--- src/rtl/alu_seq.sv ---
// Registered ALU with valid/ready handshakes on both sides, a one-entry result
// buffer and an iterative shift-add multiplier (MUL takes WIDTH iterations).
module alu_seq #(
    parameter int WIDTH = 32
) (
    input  logic             clock,
    input  logic             reset,
    input  logic             in_valid,
    output logic             in_ready,
    input  logic [WIDTH-1:0] A,
    input  logic [WIDTH-1:0] B,
    input  logic [2:0]       control,
    output logic             out_valid,
    input  logic             out_ready,
    output logic [WIDTH-1:0] out,
    output logic             overflow,
    output logic             zero,
    output logic             negative,
    output logic             busy
);

    localparam int CW = (WIDTH > 2) ? $clog2(WIDTH) : 1;

    typedef enum logic [1:0] {
        S_IDLE = 2'd0,
        S_MUL  = 2'd1,
        S_DONE = 2'd2
    } state_t;

    state_t               state_q, state_d;
    logic [2*WIDTH-1:0]   acc_q, acc_d;
    logic [2*WIDTH-1:0]   mcand_q, mcand_d;
    logic [WIDTH-1:0]     mplier_q, mplier_d;
    logic [CW-1:0]        cnt_q, cnt_d;
    logic [WIDTH-1:0]     out_q, out_d;
    logic                 ovf_q, ovf_d;
    logic                 zero_q, zero_d;
    logic                 neg_q, neg_d;
    logic                 valid_q, valid_d;

    logic                 accept_s;
    logic                 load_s;
    logic [WIDTH-1:0]     res_s;
    logic                 res_ovf_s;
    logic [WIDTH:0]       alu_s;

    // Single-cycle ops: returns {overflow, result}. SLT uses a true signed
    // compare so it stays correct when A-B would overflow.
    function automatic logic [WIDTH:0] alu_op(input logic [2:0] op,
                                              input logic [WIDTH-1:0] a,
                                              input logic [WIDTH-1:0] b);
        logic [WIDTH-1:0] r;
        logic [WIDTH-1:0] bx;
        logic             v;
        r  = {WIDTH{1'b0}};
        bx = ~b;
        v  = 1'b0;
        case (op)
            3'b001: r = {{(WIDTH-1){1'b0}}, ($signed(a) < $signed(b))};
            3'b010: begin
                r = a + b;
                v = (a[WIDTH-1] == b[WIDTH-1]) && (r[WIDTH-1] != a[WIDTH-1]);
            end
            3'b011: begin
                r = a + bx + {{(WIDTH-1){1'b0}}, 1'b1};
                v = (a[WIDTH-1] == bx[WIDTH-1]) && (r[WIDTH-1] != a[WIDTH-1]);
            end
            3'b100: r = a & b;
            3'b101: r = a | b;
            3'b110: r = ~(a | b);
            3'b111: r = a ^ b;
            default: r = {WIDTH{1'b0}};
        endcase
        return {v, r};
    endfunction

    assign alu_s     = alu_op(control, A, B);
    assign in_ready  = (state_q == S_IDLE) && (!valid_q || out_ready);
    assign accept_s  = in_valid && in_ready;
    assign out_valid = valid_q;
    assign out       = out_q;
    assign overflow  = ovf_q;
    assign zero      = zero_q;
    assign negative  = neg_q;
    assign busy      = (state_q == S_MUL);

    // Next-state: FSM sequencing, multiplier iteration and output-buffer load/drain.
    always_comb begin
        state_d   = state_q;
        acc_d     = acc_q;
        mcand_d   = mcand_q;
        mplier_d  = mplier_q;
        cnt_d     = cnt_q;
        out_d     = out_q;
        ovf_d     = ovf_q;
        zero_d    = zero_q;
        neg_d     = neg_q;
        load_s    = 1'b0;
        res_s     = {WIDTH{1'b0}};
        res_ovf_s = 1'b0;

        if (valid_q && out_ready) begin
            valid_d = 1'b0;
        end else begin
            valid_d = valid_q;
        end

        case (state_q)
            S_IDLE: begin
                if (accept_s && (control == 3'b000)) begin
                    state_d  = S_MUL;
                    acc_d    = {(2*WIDTH){1'b0}};
                    mcand_d  = {{WIDTH{1'b0}}, A};
                    mplier_d = B;
                    cnt_d    = {CW{1'b0}};
                end else if (accept_s) begin
                    load_s    = 1'b1;
                    res_s     = alu_s[WIDTH-1:0];
                    res_ovf_s = alu_s[WIDTH];
                end else begin
                    state_d = S_IDLE;
                end
            end
            S_MUL: begin
                if (mplier_q[0]) begin
                    acc_d = acc_q + mcand_q;
                end else begin
                    acc_d = acc_q;
                end
                mcand_d  = mcand_q << 1;
                mplier_d = mplier_q >> 1;
                cnt_d    = cnt_q + CW'(1);
                if (cnt_q == CW'(WIDTH - 1)) begin
                    state_d = S_DONE;
                end else begin
                    state_d = S_MUL;
                end
            end
            S_DONE: begin
                load_s    = 1'b1;
                res_s     = acc_q[WIDTH-1:0];
                res_ovf_s = |acc_q[2*WIDTH-1:WIDTH];
                state_d   = S_IDLE;
            end
            default: state_d = S_IDLE;
        endcase

        if (load_s) begin
            out_d   = res_s;
            ovf_d   = res_ovf_s;
            zero_d  = ~|res_s;
            neg_d   = res_s[WIDTH-1];
            valid_d = 1'b1;
        end else begin
            out_d = out_q;
        end
    end

    // State and output registers; reset aborts any multiply in flight.
    always_ff @(posedge clock or posedge reset) begin
        if (reset) begin
            state_q  <= S_IDLE;
            acc_q    <= {(2*WIDTH){1'b0}};
            mcand_q  <= {(2*WIDTH){1'b0}};
            mplier_q <= {WIDTH{1'b0}};
            cnt_q    <= {CW{1'b0}};
            out_q    <= {WIDTH{1'b0}};
            ovf_q    <= 1'b0;
            zero_q   <= 1'b0;
            neg_q    <= 1'b0;
            valid_q  <= 1'b0;
        end else begin
            state_q  <= state_d;
            acc_q    <= acc_d;
            mcand_q  <= mcand_d;
            mplier_q <= mplier_d;
            cnt_q    <= cnt_d;
            out_q    <= out_d;
            ovf_q    <= ovf_d;
            zero_q   <= zero_d;
            neg_q    <= neg_d;
            valid_q  <= valid_d;
        end
    end

endmodule

--- config.mk ---
export PLATFORM = sky130hd
export DESIGN_NAME = alu_seq
export DESIGN_NICKNAME = d
export VERILOG_FILES = /design/src/rtl/alu_seq.sv
export SDC_FILE = /design/constraint.sdc
export NUM_CORES = 1
export LEC_CHECK = 0
export ABC_CLOCK_PERIOD_IN_PS = 12500
export BUFFER_PORTS_ARGS = -buffer_cell sky130_fd_sc_hd__buf_4
export CAP_MARGIN = 20
export CELL_PAD_IN_SITES_DETAIL_PLACEMENT = 1
export CELL_PAD_IN_SITES_GLOBAL_PLACEMENT = 2
export CORE_ASPECT_RATIO = 1.25
export CORE_MARGIN = 10
export CORE_UTILIZATION = 40
export DETAILED_ROUTE_END_ITERATION = 8
export HOLD_SLACK_MARGIN = 0.12
export MAX_ROUTING_LAYER = met4
export PLACE_DENSITY = 0.95
export RECOVER_POWER = 50
export SETUP_SLACK_MARGIN = 0.4
export SLEW_MARGIN = 20
export SYNTH_ARGS = -nofsm -noshare
export SYNTH_HDL_FRONTEND = slang
export SYNTH_SLANG_ARGS = --single-unit
--- constraint.sdc ---
create_clock -name clock -period 12.5 [get_ports clock]
set_input_delay 0.625 -clock clock [delete_from_list [all_inputs] [get_ports clock]]
set_output_delay 0.625 -clock clock [all_outputs]
set_load 0.05 [all_outputs]
# Word level (Yosys, flattened, before mapping)
# Cells that the tools add are included.
# W data, S select, Z words.
word_totals:
  regBits: 203
  output_inout_bits: 38
  elab_cells: 81
classes:
  addsub: 5
  order_cmp: 1
  eq_ne: 17
  mux: 26
  n_bitwise: 5
  reduce_logical: 17
ops:
  columns: ["operator", "n"]
  rows:
  - ["$pmux W64 S2", 2]
  - ["$pmux W32 S7", 1]
  - ["$mux W64", 3]
  - ["$pmux W32 S2", 2]
  - ["$mux W32", 3]
  - ["$add A32 B32 Y32", 2]
  - ["$add A64 B64 Y64", 1]
  - ["$not A32 Y32", 2]
  - ["$reduce_or A32 Y1", 2]
  - ["$add A32 B1 Y32 const B", 1]
  - ["$and A32 B32 Y32", 1]
  - ["$lt A32 B32 Y1", 1]
  - ["$or A32 B32 Y32", 1]
  - ["$xor A32 B32 Y32", 1]
  - ["$eq A3 B3 Y1 const B", 4]
  - ["$pmux W5 S2", 1]
  - ["$eq A3 B2 Y1 const B", 2]
  - ["$logic_and A1 B1 Y1", 6]
  - ["$mux W1", 6]
  - ["$mux W2", 3]
  - ["$pmux W1 S2", 3]
  - ["$add A5 B1 Y5 const B", 1]
  - ["$eq A5 B5 Y1 const B", 1]
  - ["$mux W5", 1]
  - ["other kinds (15)", 20]

# Depth between registers and ports, before layout
# Gate-level depths: netlist of the first run.
logic_depth:
  word_depth: 9
  mapped_depth: 15
  mapped_depth_nobuf: 14

# Worst setup path before layout of the first run
# No wires, ideal clock.
synth_path:
  path_kind: "input to register"
  start: "in B[4]"
  end: "reg zero_q (netlist: zero)"
  t_arrival_ns: 3.966
  required_ns: 12.433
  setup_slack_ns: 8.467
  cell_stages: 14
  path_buffers: 1
  cell_sequence: "inv_1 -> ha_1 -> clkbuf_1 -> o211a_1 -> o31a_1 -> o21ai_1 -> a2111o_1 -> a2111oi_0 -> mux2_2 -> o21ai_0 -> nand3_1 -> or4_1 -> nor2_1 -> a32o_2"
synth_between:
  elab_chain_cells: 9
  elab_cells_between_ends: 15
synth_rtl:
  columns: ["item", "line", "source"]
  rows:
  - ["from (decl)", "11", "input logic [WIDTH-1:0] B,"]
  - ["$not A32 Y32", "56", "bx = ~b;"]
  - ["$add A32 B32 Y32", "65", "r = a + bx + {{(WIDTH-1){1'b0}}, 1'b1};"]
  - ["$add A32 B1 Y32", "65", null]
  - ["$pmux W32 S7 *", "58", "case (op)"]
  - ["$mux W32 *", "116", "end else if (accept_s) begin"]
  - ["$mux W32 *", "110", "if (accept_s && (control == 3'b000)) begin"]
  - ["$pmux W32 S2 *", "108", "case (state_q)"]
  - ["$reduce_or A32 Y1 *", "151", "zero_d = ~|res_s;"]
  - ["$logic_not A1 Y1 *", "151", null]
  - ["to (signal assigned)", "180", "zero_q <= zero_d;"]
  - ["to (decl)", "37", "logic zero_q, zero_d;"]
# Mark *: on every way between the ends. The rest lies on a longest branch, timed or not.
# A chain may end at the register's enable or synchronous reset.

==> impl_metrics.py, run 1 <==
metrics = {
    "status": {
        "status": "finished, violations left",
        "violations": "capacitance limit, slew limit",
    },
    "cts": {
        "clockBufferDepth": 3,
        "cts_setup_buffers": 0,
        "cts_tree": "yes",
        "clk_latency_ns": 0.57,
        "cts_buffers": 26,
        "cts_sinks": 202,
        "cts_resized": 0,
        "cts-root-buf": "clkbuf_16",
        "cts_hold_buffers": 0,
        "path_clk_slew_ns": 0.07,
        "htreeDepth": 1,
    },
    "route": {
        "drt-initial-drc-count": 1139,
        "avgRoutedWirePerCell_um": 26.2,
        "first_pass_iters": 5,
        "vias": 18600,
        "post-route-drc-count": 0,
        "wl_um": 78200,
        "drt.antenna.violating_nets": 0,
        "via_per_inst": 6.24,
    },
    "power_and_ir_drop": {
        "pwr-share-clk_pct": 16.1,
        "seqPwrFrac_pct": 26.0,
        "power_density_mw_per_mm2": 247,
        "p_leak_nw": 8.96,
        "switching_share_pct": 50.7,
        "pwr-share-comb_pct": 57.9,
        "power_w": 0.00499,
        "p_int_w": 0.00246,
        "p_switching_w": 0.00253,
        "vdd_drop_max_v": 0.000161,
    },
    "logic_synthesis": {
        "synth_xor_area_share_pct": 3.29,
        "yosys_warnings": 0,
        "post_synth_num_cell_types": 87,
        "netlist_area_mm2": 0.0181,
        "synth.area.top_cells": "dfrtp_1 (28%), ha_1 (12%), nand2_1 (6.3%)",
        "synth_top_area_cell": "dfrtp_1",
        "synthSimpleGateAreaFrac_pct": 20.8,
        "synthAdderAreaFrac_pct": 12.6,
        "ys.flop_type": "dfrtp_1",
        "ys_ff_latch": 202,
        "ys_seq_area_share_pct": 27.9,
        "synth_top_area_share_pct": 27.9,
        "synth_cells": 2358,
        "synthMuxAreaShare_pct": 1.55,
        "synth-compound-area-share_pct": 28.2,
        "syn_nets": 2610,
        "synth_area_per_cell_um2": 7.68,
        "synth_edf_count": 0,
        "synth_top_family_by_area": "compound AO/OA/AOI/OAI gates",
        "async_flop_share_pct": 100,
    },
    "sta": {
        "setup_viol": 0,
        "hold_viol_final": 0,
        "fin_skew_ns": 0.0224,
        "timing.slew.headroom_pct": -157,
        "slew_viol_final": 207,
        "period_minus_slack_ns": 5.96,
        "rsz0062_at_grt": "no",
        "finalCritPeriodShare_pct": 47.6,
        "max_freq_mhz": 168,
        "fin_tns_setup_ns": 0,
        "worst_slew_pin_slew_ns": 3.84,
    },
    "setup_path": {
        "criticalPathCategory": "input port to asynchronous set/reset pin",
        "slowest_stage": "clkbuf_1",
        "cp.depth": 3,
        "cp_max_fo": 80,
        "worst_path_most_repeated_cell": "clkbuf_1",
        "end_kind": "asynchronous set/reset pin",
        "cp.required_ns": 12.29,
        "crit_arrival_ns": 5.75,
        "path_buf_inv": 3,
        "critPathLaunchType": "input port",
        "reg2reg_depth": 12,
        "cpPeakStageDelay_ns": 2.81,
        "cp_top_family": "buffers and inverters",
        "crit_chain": "clkbuf_1, clkinvlp_2, clkbuf_1",
    },
    "grt": {
        "grt_pass1_vias": 19800,
        "top_usage_layer": "met2",
        "grt.overflow.total": 0,
        "grt_max_degree": 81,
        "gr-usage-met1_pct": 33.7,
        "grt_use_met3_pct": 4.11,
        "use_met2_pct": 48.8,
        "grt_first_pass_wirelength_um": 120000,
        "grtUsageTotal_pct": 29.0,
        "antenna_found_initial": 0,
    },
    "floorplanning": {
        "initial_core_util_pct": 40.3,
        "fp.dieArea_mm2": 0.0542,
        "die_w_um": 210,
        "core_mm2": 0.0450,
        "ios": 109,
        "die_h_um": 258,
        "row_count": 87,
    },
    "place": {
        "gp_congestion": 1.02,
        "dpl.hpwl_um": 59000,
        "port_buffers": 108,
    },
    "finish": {
        "fill_cells": 5549,
        "final_layout_size_suffix_gt1_share_pct": 8.49,
        "area_growth_pct": 11.4,
        "layout.nets": 2635,
        "n_antenna_cell": 0,
    },
    "run": {
        "drv_cap": 3,
    },
    "hold_path": {
        "hold_class": "input port to flip-flop",
        "hold_depth": 3,
    },
}
-- cell usage in the layout (no fill, tap or decap), types with 45 or more instances in the layout --
cell and instances:
xnor2_1 45, o22ai_1 67, buf_4 112, nor2_1 226
nand2_1 299, dfrtp_1 202, inv_1 125, o21ai_0 211
a21o_1 64, nand3_1 65, a21oi_1 159, ha_1 178
-- final timing paths --
path,startpoint,end,slack [ns]
max in group clock,mcand_q[10]$_DFFE_PP0P_,acc_q[63]$_DFFE_PP0P_,7.94
hold / removal,B[26],mplier_q[26]$_DFFE_PP0P_,0.34
setup reg to reg,mcand_q[10]$_DFFE_PP0P_,acc_q[63]$_DFFE_PP0P_,7.94
min in group asynchronous,reset,cnt_q[0]$_DFFE_PP0P_,1.20
setup / recovery,reset,out[27]$_DFFE_PP0P_,6.54
hold reg to reg,cnt_q[3]$_DFFE_PP0P_,cnt_q[3]$_DFFE_PP0P_,0.48
-- worst reg2reg max path, delay by kind of cell (launching register included) --
family	cells	cell delay, ns
AO/OA/AOI/OAI	9	3.13
flip-flops	1	0.49
adder cells (fa/ha/maj)	1	0.40
multiplexers	1	0.25
AND/OR/NAND/NOR	1	0.17
-- area by class of cell --
| class | instances | area (µm²) | area share (%) |
|---|---|---|---|
| clock buffers | 34 | 722 | 3.58 |
| clock inverters | 14 | 168 | 0.831 |
| inverters | 127 | 478 | 2.37 |
| multi-input cells | 1892 | 12100 | 60.0 |
| flip-flops and latches | 202 | 5050 | 25.1 |
| well taps | 578 | 723 | 3.58 |
| repair buffers | 134 | 923 | 4.58 |
-- cell families after synthesis --
| group | Yosys count |
|---|---|
| AO/OA/AOI/OAI | 793 |
| XOR/XNOR | 68 |
| adder cells (fa/ha/maj) | 181 |
| buffers and inverters | 264 |
| flip-flops | 202 |
| multiplexers | 27 |
| AND/OR/NAND/NOR | 823 |
-- metrics by stage --
step           hold slack (ns)  util, %  cells  instance area [µm²]  setup WS (ns)
2_1_floorplan            0.449        -   2358                18100           6.36
3_3_place_gp             0.463     43.1   2933                19400           7.59
3_5_place_dp             0.472     43.1   2933                19400           7.57
4_1_cts                  0.170     45.1   2981                20300           8.04
5_1_grt                  0.350     44.9   2981                20200           5.56
6_report                 0.338     44.9   2981                20200           6.54
-- state kept, by name, summed over array words and instances (netlist names) --
| register | cells |
|---|---|
| acc_q | 64 |
| cnt_q | 5 |
| mcand_q | 64 |
| mplier_q | 32 |
| out | 32 |
| out_valid | 1 |
| overflow | 1 |
| state_q | 2 |
| zero | 1 |
-- synthesized netlist by cell type (all sizes together) (33+ instances only) --
cell type,count
inv,126
nand4,33
clkbuf,121
o211ai,33
o22ai,67
xnor2,45
nor2,228
nand3,65
nor3,44
a21o,64
dfrtp,202
a21oi,159
o21ai,216
nand2,302
ha,178
-- layer usage --
layer / routed length [µm] / vias up
li1: - / 8581
met2: 38100 / 543
met5: 0 / -
met3: 4170 / 194
met4: 3750 / 0
met1: 32200 / 9284
-- power groups by stage --
| stage | Clock, W | Combinational, W | Sequential, W |
|---|---|---|---|
| finish | 0.000803 | 0.00289 | 0.00130 |
| global route | 0.000841 | 0.00321 | 0.00132 |
| CTS | 0.000818 | 0.00291 | 0.00129 |
| detailed placement | 0 | 0.00289 | 0.00130 |
| global placement | 0 | 0.00279 | 0.00129 |
| floorplan | 0 | 0.00195 | 0.00131 |
No activity file was read; power rests on OpenSTA's default activity.
==> run 2: changes to the inputs <==
- ABC_AREA: default -> 1
- ABC_CLOCK_PERIOD_IN_PS: 12500 -> 5700
- CORE_UTILIZATION: 40 -> 35
- PLACE_DENSITY: 0.95 -> 0.92
- clock period: 12.5 -> 5.7 ns (I/O delays scaled with it)
==> impl_metrics.py, run 2 <==
metrics = {
    "grt": {
        "grt_first_pass_wirelength_um": 134000,
        "grt_max_degree": 135,
        "grtUsageTotal_pct": 27.6,
        "antenna_found_initial": 0,
        "grt.overflow.total": 0,
        "grt_pass1_vias": 22000,
    },
    "floorplanning": {
        "ios": 109,
        "die_h_um": 282,
        "initial_core_util_pct": 35.5,
        "fp.dieArea_mm2": 0.0647,
        "row_count": 95,
        "core_mm2": 0.0541,
        "die_w_um": 229,
    },
    "sta": {
        "setup_viol": 0,
        "max_freq_mhz": 254,
        "timing.slew.headroom_pct": -149,
        "hold_viol_final": 0,
        "finalCritPeriodShare_pct": 69.1,
        "rsz0062_at_grt": "no",
        "holdWs_ns": 0.157,
        "worst_slew_pin_slew_ns": 3.74,
        "fin_skew_ns": 0.0191,
        "slew_viol_final": 204,
        "fin_tns_setup_ns": 0,
        "period_minus_slack_ns": 3.94,
    },
    "power_and_ir_drop": {
        "p_switching_w": 0.00517,
        "power_w": 0.00984,
        "vdd_drop_max_v": 0.000279,
        "p_int_w": 0.00468,
        "p_leak_nw": 10.7,
        "seqPwrFrac_pct": 25.1,
        "pwr-share-comb_pct": 57.8,
        "power_density_mw_per_mm2": 452,
        "switching_share_pct": 52.5,
        "pwr-share-clk_pct": 17.1,
    },
    "logic_synthesis": {
        "ys.flop_type": "dfrtp_1",
        "yosys-top-cells-count": "nand2_1 (702), inv_1 (412), nor2_1 (335)",
        "synth-compound-area-share_pct": 19.5,
        "yosys_warnings": 0,
        "ys_ff_latch": 202,
        "post-synth-top-count-cell": "nand2_1",
        "synth_top_family_by_area": "simple AND/OR/NAND/NOR gates",
        "post_synth_num_cell_types": 63,
        "synth.area.top_cells": "dfrtp_1 (26%), nand2_1 (14%), ha_1 (12%)",
        "synth_top_area_cell": "dfrtp_1",
        "ys_seq_area_share_pct": 26.3,
        "async_flop_share_pct": 100,
        "synth_edf_count": 0,
        "synth_cells": 2926,
        "synthMuxAreaShare_pct": 0,
        "synth_xor_area_share_pct": 0.319,
        "netlist_area_mm2": 0.0192,
        "synthSimpleGateAreaFrac_pct": 30.2,
        "synthAdderAreaFrac_pct": 11.9,
        "synth_top_area_share_pct": 26.3,
        "syn_nets": 3178,
        "synth_area_per_cell_um2": 6.56,
    },
    "route": {
        "drt.antenna.violating_nets": 0,
        "post-route-drc-count": 0,
        "wl_um": 89200,
        "via_per_inst": 5.48,
        "first_pass_iters": 5,
        "drt-initial-drc-count": 1329,
        "vias": 20700,
        "avgRoutedWirePerCell_um": 23.6,
    },
    "finish": {
        "final_cells": 3784,
        "seq_area_mm2": 0.00505,
        "mostFrequentLayoutCell": "nand2_1",
        "multi_input_area_mm2": 0.0119,
        "area_growth_pct": 13.5,
        "fin_util_pct": 40.3,
        "fill_cells": 7055,
        "final_layout_size_suffix_gt1_share_pct": 8.05,
        "layout_common_cells": "nand2_1 (702), inv_1 (411), nor2_1 (333), nand3_1 (219), a21oi_1 (204)",
        "largest_registers": "acc_q (64), mcand_q (64)",
        "layout.nets": 3292,
        "n_antenna_cell": 0,
    },
    "place": {
        "dpl.hpwl_um": 71400,
        "port_buffers": 108,
        "placed_cells": 3684,
        "gp_congestion": 0.978,
    },
    "cts": {
        "cts_resized": 0,
        "cts_buffers": 26,
        "cts-root-buf": "clkbuf_16",
        "clk_latency_ns": 0.56,
        "cts_sinks": 202,
        "path_clk_slew_ns": 0.06,
        "clockBufferDepth": 3,
        "cts_setup_buffers": 0,
        "cts_tree": "yes",
        "cts_hold_buffers": 55,
        "htreeDepth": 1,
    },
    "setup_path": {
        "critPathLaunchType": "input port",
        "crit_chain": "dlygate4sd3_1, clkbuf_1, clkinvlp_4, clkbuf_2",
        "end_kind": "asynchronous set/reset pin",
        "r2r_slack_ns": 2.31,
        "cpPeakStageDelay_ns": 2.45,
        "cp.required_ns": 5.49,
        "criticalPathCategory": "input port to asynchronous set/reset pin",
        "cp_max_fo": 134,
        "crit_arrival_ns": 3.73,
        "slowest_stage": "clkbuf_2",
    },
    "status": {
        "violations": "capacitance limit, slew limit",
        "status": "finished, violations left",
    },
    "hold_path": {
        "hold_class": "input port to flip-flop",
    },
    "run": {
        "drv_cap": 2,
    },
}
## run 2: critical path, delay by kind of cell
kind | cells | cell delay, ns
buffers and inverters | 4 | 3.18
## run 2: cell type report
class / instances / share of cell area, %
multi-input cells: 2190 / 54.6
clock buffers: 37 / 3.46
well taps: 727 / 4.18
clock inverters: 8 / 0.465
inverters: 440 / 7.62
repair buffers: 180 / 6.46
flip-flops and latches: 202 / 23.2
## run 2: power by group through the flow
stage	sequential [W]	combinational [W]	clock, W
after floorplan	0.00258	0.00358	0
after global placement	0.00245	0.00551	0
after detailed placement	0.00248	0.00564	0
after CTS	0.00246	0.00573	0.00173
after global routing	0.00252	0.00628	0.00179
final	0.00247	0.00569	0.00169
## run 2: logic make-up after synthesis
family / count (synthesis)
XOR/XNOR: 7
flip-flops: 202
AO/OA/AOI/OAI: 631
AND/OR/NAND/NOR: 1371
buffers and inverters: 534
adder cells (fa/ha/maj): 181
## run 2: metrics by stage
step                setup WS [ns]  area [µm²]
floorplan                    2.80       19200
global placement             2.04       20500
detailed placement           2.08       20500
CTS                          2.12       21900
global route                 1.17       21800
finish                       1.76       21800
## run 2: metal layers
metal	part of all wire (%)	GRT usage [%]	vias up
li1	-	-	9851
met1	41	31.2	10300
met2	51	49.0	450
met3	3.1	2.09	169
met4	5.0	12.3	0
met5	0	-	-
## run 2: path summary, 6_finish.rpt
kind                                             start                  endpoint  cells past startpoint
worst max-delay path                             reset   mcand_q[35]$_DFFE_PP0P_                      4
worst min-delay path                              B[1]   mplier_q[1]$_DFFE_PP0P_                      3
worst max register to register  state_q[1]$_DFFE_PP0P_   mcand_q[16]$_DFFE_PP0P_                     10
worst min register to register      out[8]$_DFFE_PP0P_        out[8]$_DFFE_PP0P_                      2
max in group clock                                A[0]          zero$_DFFE_PP0P_                     22
min in group asynchronous                        reset  mplier_q[26]$_DFFE_PP0P_                      4
==> run 3: changes to the inputs <==
- ABC_CLOCK_PERIOD_IN_PS: 5700 -> 3700
- clock period: 5.7 -> 3.7 ns (I/O delays scaled with it)
==> impl_metrics.py, run 3 (synthesized netlist as in run 2, its figures left out) <==
metrics = {
    "place": {
        "placed_cells": 3697,
        "dpl_cell_area_mm2": 0.0206,
        "dpl.hpwl_um": 71100,
        "dp_slack_ns": 0.289,
        "port_buffers": 108,
        "gp_congestion": 0.969,
    },
    "sta": {
        "timing.slew.headroom_pct": -32.6,
        "hold_viol_final": 0,
        "fin_skew_ns": 0.0375,
        "setup_viol": 0,
        "setup_ws_ns": 0.460,
        "holdWs_ns": 0.219,
        "period_minus_slack_ns": 3.24,
        "fin_tns_setup_ns": 0,
        "slew_viol_final": 159,
        "worst_slew_pin_slew_ns": 1.99,
        "max_freq_mhz": 309,
        "finalCritPeriodShare_pct": 87.6,
        "rsz0062_at_grt": "yes",
    },
    "setup_path": {
        "cp_max_fo": 5,
        "criticalPathCategory": "input port to flip-flop",
        "cp.required_ns": 4.21,
        "reg2reg_from": "mcand_q[16]$_DFFE_PP0P_",
        "r2r_slack_ns": 0.47,
        "critPathLaunchType": "input port",
        "crit_arrival_ns": 3.75,
        "reg2reg_depth": 12,
        "r2r-end": "acc_q[43]$_DFFE_PP0P_",
        "end_kind": "flip-flop",
    },
    "finish": {
        "multi_input_area_mm2": 0.0119,
        "final_cells": 3812,
        "seq_area_mm2": 0.00505,
        "area_growth_pct": 15.0,
        "fin_area_mm2": 0.0221,
        "final_layout_size_suffix_gt1_share_pct": 8.46,
        "fill_cells": 7047,
        "largest_registers": "acc_q (64), mcand_q (64)",
        "layout_common_cells": "nand2_1 (702), inv_1 (410), nor2_1 (333), nand3_1 (219), a21oi_1 (203)",
        "layout.nets": 3316,
        "mostFrequentLayoutCell": "nand2_1",
    },
    "grt": {
        "grtUsageTotal_pct": 27.6,
        "grt_first_pass_wirelength_um": 135000,
        "grt.overflow.total": 0,
        "grt_max_degree": 127,
        "antenna_found_initial": 1,
        "grt_pass1_vias": 22400,
    },
    "route": {
        "vias": 21000,
        "post-route-drc-count": 0,
        "avgRoutedWirePerCell_um": 23.4,
        "via_per_inst": 5.51,
        "first_pass_iters": 5,
        "drt-initial-drc-count": 1398,
        "wl_um": 89300,
        "drt.antenna.violating_nets": 0,
    },
    "hold_path": {
        "hold_depth": 5,
        "whs_endpoint": "out[0]$_DFFE_PP0P_",
        "worstHoldStart": "in_valid",
        "hold_class": "input port to flip-flop",
    },
    "power_and_ir_drop": {
        "vdd_drop_max_v": 0.000649,
        "power_density_mw_per_mm2": 700,
        "p_switching_w": 0.00808,
        "switching_share_pct": 52.3,
        "pwr-share-comb_pct": 57.0,
        "p_leak_nw": 10.8,
        "pwr-share-clk_pct": 18.3,
        "seqPwrFrac_pct": 24.7,
        "p_int_w": 0.00737,
    },
    "floorplanning": {
        "die_h_um": 282,
        "core_mm2": 0.0541,
        "ios": 109,
        "initial_core_util_pct": 35.5,
        "fp.dieArea_mm2": 0.0647,
        "die_w_um": 229,
        "row_count": 95,
    },
    "cts": {
        "cts_setup_buffers": 0,
        "cts_sinks": 202,
        "clockBufferDepth": 3,
        "cts_tree": "yes",
        "cts-root-buf": "clkbuf_16",
        "htreeDepth": 1,
        "clk_latency_ns": 0.60,
        "cts_buffers": 26,
        "path_clk_slew_ns": 0.07,
    },
    "run": {
        "drv_cap": 2,
    },
    "status": {
        "status": "finished, violations left",
        "violations": "capacitance limit, slew limit",
    },
}
[run 3: changes by cell type in the layout (fill, tap and decap cells not counted), moves of 2 or more]
cell / before / now
inv_6: 1 / 5
bufinv_16: 2 / 4
clkinvlp_4: 4 / 2
buf_12: 0 / 2
clkbuf_1: 27 / 30
dlygate4sd3_1: 55 / 66
clkinv_4: 0 / 2
clkbuf_4: 0 / 2
[run 3: how the worst max path moves through the flow]
stage                      from              endpoint  slack [ns]  depth (start not counted)
after floorplan           reset  acc_q[0]$_DFFE_PP0P_        0.90                          1
final                      B[0]      zero$_DFFE_PP0P_        0.46                         23
after global placement     A[0]      zero$_DFFE_PP0P_        0.18                         23
after CTS                  B[0]      zero$_DFFE_PP0P_        0.41                         23
after global routing       B[0]      zero$_DFFE_PP0P_        0.33                         23
after detailed placement   A[0]      zero$_DFFE_PP0P_        0.29                         23
[run 3: final cells by class]
cell class,instances,share of cell area [%]
Clock buffer,31,3.22
Antenna cell,1,0.0113
Inverter,440,7.51
Timing Repair Buffer,204,7.31
Sequential cell,202,22.9
Tap cell,727,4.12
Multi-Input combinational cell,2190,53.9
Clock inverter,17,1.03
[run 3: critical path, stage by stage]
cell	delay, ns
dlygate4sd3_1	0.54
buf_4	0.15
ha_1	0.20
fa_1	0.43
inv_2	0.14
nand2_1	0.13
nand2_2	0.14
nand4_1	0.11
nand2_1	0.16
nand2_1	0.10
nand2_1	0.20
nand2_1	0.18
nand2_1	0.10
nand2_1	0.05
nand3_1	0.12
nand2_1	0.07
nand2_1	0.07
nand3_1	0.07
nor2_1	0.19
nand3_1	0.14
nor2_1	0.12
nand2_1	0.06
nand2_1	0.05
[run 3: repair_timing]
action | in CTS | in global routing
gates resized for setup | 0 | 4
hold buffers | 66 | 0
setup endpoints to repair | 0 | 20
hold endpoints to repair | 222 | 0
[run 3: routing by layer]
layer	share of wire, %	track usage (%)	wire (µm)	vias up
li1	-	-	-	9917
met1	40	30.6	36000	10400
met2	51	49.9	45800	485
met3	3.7	2.58	3300	175
met4	4.7	11.8	4210	0
met5	0	-	0	-
[run 3: power groups by stage]
stage | Sequential [W] | Clock [W] | Combinational, W
floorplan | 0.00397 | 0 | 0.00551
global placement | 0.00379 | 0 | 0.00852
detailed placement | 0.00384 | 0 | 0.00875
CTS | 0.00381 | 0.00288 | 0.00888
global route | 0.00391 | 0.00296 | 0.00973
finish | 0.00381 | 0.00283 | 0.00881
[run 3: stage by stage]
stage	power (W)	utilization, %
final	0.0155	40.8
after global placement	0.0123	38.1
after global routing	0.0166	40.8
after floorplan	0.00948	-
after detailed placement	0.0126	38.1
after CTS	0.0156	41.0
